$ cat config.mk
export PLATFORM = sky130hd
export DESIGN_NAME = range_merge_stream
export DESIGN_NICKNAME = d
export VERILOG_FILES = /design/src/rtl/range_merge_stream.sv
export SDC_FILE = /design/constraint.sdc
export NUM_CORES = 1
export LEC_CHECK = 0
export CAP_MARGIN = 15
export CORE_ASPECT_RATIO = 0.6
export CORE_MARGIN = 4
export CORE_UTILIZATION = 60
export CTS_CLUSTER_DIAMETER = 40
export DETAILED_ROUTE_END_ITERATION = 7
export PLACE_DENSITY = 0.95
export RECOVER_POWER = 25
export SLEW_MARGIN = 20
export SYNTH_ARGS = -nofsm -noshare
export SYNTH_HDL_FRONTEND = slang
export SYNTH_SLANG_ARGS = --single-unit
$ cat constraint.sdc
create_clock -name clk -period 13.98 [get_ports clk]
set_input_delay 2.097 -clock clk [delete_from_list [all_inputs] [get_ports clk]]
set_output_delay 2.097 -clock clk [all_outputs]
set_load 0.01 [all_outputs]
$ cat src/rtl/range_merge_stream.sv
// range_merge_stream
//   Streaming merger of inclusive ID ranges that arrive sorted by start.
//   Overlapping ranges are merged; when ADJ_MERGE is set, touching ranges
//   (next start == current end + 1) are merged too. Each merged range is
//   emitted through a one-entry output slot. Alongside the emitted ranges
//   the block keeps the total covered-ID count and the number of merged
//   ranges. After the range tagged last has been emitted, done is raised.
//
// Ports
//   clk, reset          rising-edge clock, async active-high reset
//   restart             sync pulse; leaves DONE (only when slot is empty)
//   in_valid/in_ready   input handshake; in_start/in_end/in_last payload
//   out_valid/out_ready output handshake; out_start/out_end merged range
//   total_count         sum of merged range lengths (wraps mod 2^CW)
//   range_cnt           merged ranges emitted (wraps mod 2^NW)
//   done                final results valid
//   err_order           sticky: a range with start > end was dropped
//   err_unsorted        sticky: a range started below the current start
module range_merge_stream #(
    parameter int W         = 50,
    parameter int CW        = 64,
    parameter int NW        = 16,
    parameter int ADJ_MERGE = 1
) (
    input  logic          clk,
    input  logic          reset,
    input  logic          restart,
    input  logic          in_valid,
    output logic          in_ready,
    input  logic [W-1:0]  in_start,
    input  logic [W-1:0]  in_end,
    input  logic          in_last,
    output logic          out_valid,
    input  logic          out_ready,
    output logic [W-1:0]  out_start,
    output logic [W-1:0]  out_end,
    output logic [CW-1:0] total_count,
    output logic [NW-1:0] range_cnt,
    output logic          done,
    output logic          err_order,
    output logic          err_unsorted
);

    typedef enum logic [1:0] {S_IDLE, S_ACTIVE, S_FLUSH, S_DONE} state_t;

    state_t         state, state_nxt;
    logic [W-1:0]   cur_start, cur_end;

    logic           slot_free, accept, in_bad, merge_hit, rdy;
    logic           cur_ld, cur_ext, emit, set_eo, set_eu, clr;
    logic [W:0]     cur_len;

    assign slot_free = !out_valid || out_ready;
    assign accept    = in_valid && in_ready;
    assign in_bad    = in_start > in_end;
    // Evaluated one bit wider so cur_end = 2^W-1 plus the adjacency step
    // cannot wrap to zero and refuse a legitimate merge.
    assign merge_hit = {1'b0, in_start} <= ({1'b0, cur_end} + (W+1)'(ADJ_MERGE));
    // cur_start <= cur_end always holds: loaded only from valid ranges and
    // cur_end only ever grows.
    assign cur_len   = {1'b0, cur_end} - {1'b0, cur_start} + (W+1)'(1);

    // in_ready is forced low while reset is asserted so every output reads
    // zero during reset, not only after it.
    assign in_ready  = rdy && !reset;
    assign done      = (state == S_DONE);

    always_comb begin
        state_nxt = state;
        rdy       = 1'b0;
        cur_ld    = 1'b0;
        cur_ext   = 1'b0;
        emit      = 1'b0;
        set_eo    = 1'b0;
        set_eu    = 1'b0;
        clr       = 1'b0;
        case (state)
            S_IDLE: begin
                rdy = 1'b1;
                if (accept) begin
                    if (in_bad) begin
                        set_eo = 1'b1;
                        if (in_last) state_nxt = S_DONE;
                    end else begin
                        cur_ld    = 1'b1;
                        state_nxt = in_last ? S_FLUSH : S_ACTIVE;
                    end
                end
            end
            S_ACTIVE: begin
                rdy = slot_free;
                if (accept) begin
                    if (in_bad) begin
                        set_eo = 1'b1;
                    end else begin
                        // cur_start is never lowered: an unsorted range is
                        // flagged and then merged against cur_end only.
                        if (in_start < cur_start) set_eu = 1'b1;
                        if (merge_hit) begin
                            cur_ext = 1'b1;
                        end else begin
                            emit   = 1'b1;
                            cur_ld = 1'b1;
                        end
                    end
                    if (in_last) state_nxt = S_FLUSH;
                end
            end
            S_FLUSH: begin
                if (slot_free) begin
                    emit      = 1'b1;
                    state_nxt = S_DONE;
                end
            end
            S_DONE: begin
                if (restart && !out_valid) begin
                    clr       = 1'b1;
                    state_nxt = S_IDLE;
                end
            end
            default: state_nxt = S_IDLE;
        endcase
    end

    always_ff @(posedge clk or posedge reset) begin
        if (reset) begin
            state        <= S_IDLE;
            cur_start    <= '0;
            cur_end      <= '0;
            out_valid    <= 1'b0;
            out_start    <= '0;
            out_end      <= '0;
            total_count  <= '0;
            range_cnt    <= '0;
            err_order    <= 1'b0;
            err_unsorted <= 1'b0;
        end else begin
            state <= state_nxt;

            if (cur_ld) begin
                cur_start <= in_start;
                cur_end   <= in_end;
            end else if (cur_ext && (in_end > cur_end)) begin
                cur_end <= in_end;
            end

            // Accounting is done as the range enters the slot, so the final
            // totals are already in place when done rises.
            if (emit) begin
                out_valid   <= 1'b1;
                out_start   <= cur_start;
                out_end     <= cur_end;
                total_count <= total_count + CW'(cur_len);
                range_cnt   <= range_cnt + NW'(1);
            end else if (out_ready) begin
                out_valid <= 1'b0;
            end

            if (clr) begin
                total_count  <= '0;
                range_cnt    <= '0;
                err_order    <= 1'b0;
                err_unsorted <= 1'b0;
            end else begin
                if (set_eo) err_order    <= 1'b1;
                if (set_eu) err_unsorted <= 1'b1;
            end
        end
    end

endmodule

==> results.txt <==
GRT Resource Usage Total: 36.0%
Area contributors post-synth: dfrtp_1 (31%), ha_1 (20%), a21oi_1 (4.6%)
Netlist Area Pre-Place: 22700 µm²
clk_skew: 0.0304 ns
worst min path class: flip-flop to flip-flop
most frequent cells in the layout: ha_1 (361), dfrtp_1 (285), nand2_1 (272), a21oi_1 (208), clkdlybuf4s50_1 (201)
cell taking the most area after synthesis: dfrtp_1
layout filler cell count: 2613
hpwl dp: 59300 µm
CP bufs+invs: 2
Clock H-tree levels: 2
CTS tree: done
Hold EP: out_start[39]
Critical Path Fanout Max: 39
GRT overflow: 0
IO Count: 291
CTS Root Cell: clkbuf_16
yosys warns: 0
Clk Latency, worst-skew pair: 0.55 ns
CP dominant cell by count: nand4_1
hold path startpoint: out_start[39]
Seq cells post-synth: 285
Placement Setup Slack: 6.52 ns
n_diodes: 0
Hold Path Depth: 2
global-route wire length before repair: 116000 µm
Nets: 3288
setup violators final: 0
DIE HEIGHT: 159 µm
CTS max path bufs: 3
number of buffers created by CTS: 38
status: finished with violations
Clock Sinks: 285
TritonRoute pass-1 iters: 8
cts hold-fix bufs: 0
initial antenna violation count: 0
syn_area_per_cell: 8.87 µm²
commonest register cell after synthesis: dfrtp_1
DIE AREA: 41100 µm²
post-CTS setup buffer count: 0
vias in the first global route: 20496
crit-path cells: inv_1, nor4_1, nand4_1, nor2_1, nand4_1, or2_2, or3_1, nor3_1, xnor2_1, ha_1, nand4_1, nor4_1, nand2_1, nor3_1, a21boi_0, nor3b_1, nor2b_1, o21ai_0, a21oi_4, buf_4, mux2i_1
family with the most delay on the worst path: simple AND/OR/NAND/NOR gates
critical path's largest stage delay: 0.75 ns
Initial DRC Count: 2741
crit start category: flip-flop
number of synthesized flops with an enable pin: 0
clk slew on worst S/H paths: 0.07 ns
Reg2Reg Setup Slack: 6.08 ns
final WL: 76100 µm
Fmax: 127 MHz
unique cell type count in the Yosys netlist: 68
Post-Place Cells: 3283
worst setup margin: 6.08 ns
async set-reset flop share out of synthesis: 100%
setup TNS: 0 ns
routability congestion estimate: 1.06
syn nets: 3027
worst r2r dst: cur_end[27]
core area: 36800 µm²
M1 GR Usage: 53.9%
Rel. slew slack: -151%
Max-Cap Viols: 2
crit path time final: 7.90 ns
Crit-path slowest cell: nor4_1
layout cells sized above 1: 5.06%
Routed Antenna Nets: 0
worst slew pin tran: 3.74 ns
WP data required: 14.43 ns
failing checks: capacitance limit, slew limit
Die Width: 259 µm
met3 Use GR: 9.30%
commonest non-fill, non-tap cell in the layout: ha_1
routed len/inst: 22.7 µm
sequential share of the synthesized area: 31.4%
initial core utilization: 61.6%
Yosys top cell area share: 31.4%
Reg2Reg Depth: 21
via count: 21728
critical setup path kind: flip-flop to flip-flop
largest net degree at the start of global routing: 249
M2 GR Usage: 51.6%
Port Buffers: 290
Area Overhead vs Synth: 20.3%
CP endpoint kind: flip-flop
Reg-to-Reg Start: cur_end[8]
drc violations: 0
Syn Inst Count: 2558
Final Hold Viols: 0
fin crit share: 56.5%
Final Non-Filler Cells: 3351
Post-CTS Resized: 0
FP Rows: 54
Slew Viols, Final: 147
CP arrival: 8.36 ns
RSZ-0062 raised after global routing: no
via/cell ratio: 6.48
busiest grt layer: met1
through the flow:
stage               hold WS, ns  cell area [µm²]  utilization [%]
finish                    0.468            27300             74.2
global route              0.501            27300             74.2
CTS                       0.481            27300             74.2
detailed placement        0.470            26000             70.7
global placement          0.461            26000             70.7
floorplan                 0.479            22700                -
cell usage after synthesis, types with 4 or more instances:
cell type / n
a211oi_1: 17
a21boi_0: 4
a21o_1: 107
a21oi_1: 209
a221oi_1: 10
a311o_1: 4
a31oi_1: 6
a41oi_1: 4
and2_1: 9
and3_1: 17
and4_1: 11
buf_2: 22
clkbuf_1: 56
dfrtp_1: 285
ha_1: 361
inv_1: 197
mux2_2: 49
mux2i_1: 58
nand2_1: 272
nand2b_1: 18
nand3_1: 53
nand4_1: 75
nand4b_1: 4
nor2_1: 127
nor2b_1: 26
nor3_1: 30
nor4_1: 18
o211a_1: 4
o211ai_1: 16
o21a_1: 13
o21ai_0: 199
o21bai_1: 23
o22ai_1: 13
o31ai_1: 10
or2_2: 7
or3_1: 12
or4_1: 5
xnor2_1: 110
xor2_1: 44
area by class of cell:
cell class	count	area, µm²	share of cell area [%]
Clock buffer	46	1060	3.90
Clock inverter	22	223	0.815
Inverter	198	744	2.73
Multi-Input combinational cell	1996	14500	53.2
Sequential cell	285	7130	26.1
Tap cell	504	631	2.31
Timing Repair Buffer	300	2990	10.9
layer usage:
| metal | up-vias | share of wire [%] |
|---|---|---|
| met1 | 10441 | 44 |
| met5 | - | 0 |
| met4 | 0 | 3.1 |
| met3 | 173 | 13 |
| met2 | 1367 | 40 |
| li1 | 9747 | - |
cells by family after synthesis:
logic type | count (synthesis) | share of synthesized area (%)
fa+ha+maj | 363 | 20.1
simple gates | 692 | 14.5
compound gates | 680 | 18.4
flops | 285 | 31.4
xor+xnor | 154 | 5.94
mux | 107 | 4.99
buf+inv | 277 | 4.70
flip-flops by register name, summed over array words and instances (netlist names):
register and flops:
err_order 1, err_unsorted 1, total_count 64, out_end 50
out_valid 1, cur_start 50, state 2, out_start 50
cur_end 50, range_cnt 16
how the worst max path moves through the flow:
stage / startpoint / end / slack, ns / depth (start not counted)
floorplan: reset / cur_end[0] / 4.02 / 1
global placement: cur_end[2] / cur_end[37] / 6.64 / 22
detailed placement: cur_end[8] / cur_end[27] / 6.52 / 21
CTS: cur_end[8] / cur_end[27] / 6.49 / 21
global route: reset / out_start[2] / 5.19 / 3
finish: cur_end[8] / cur_end[27] / 6.08 / 21
worst min-delay path: stages, from the launching register on:
cell and delay [ns]:
dfrtp_1 0.33, nand2_1 0.04, o21ai_0 0.06
Power is not shown: default switching activity piles up to over one toggle a cycle in this logic, so the estimate is an artifact.
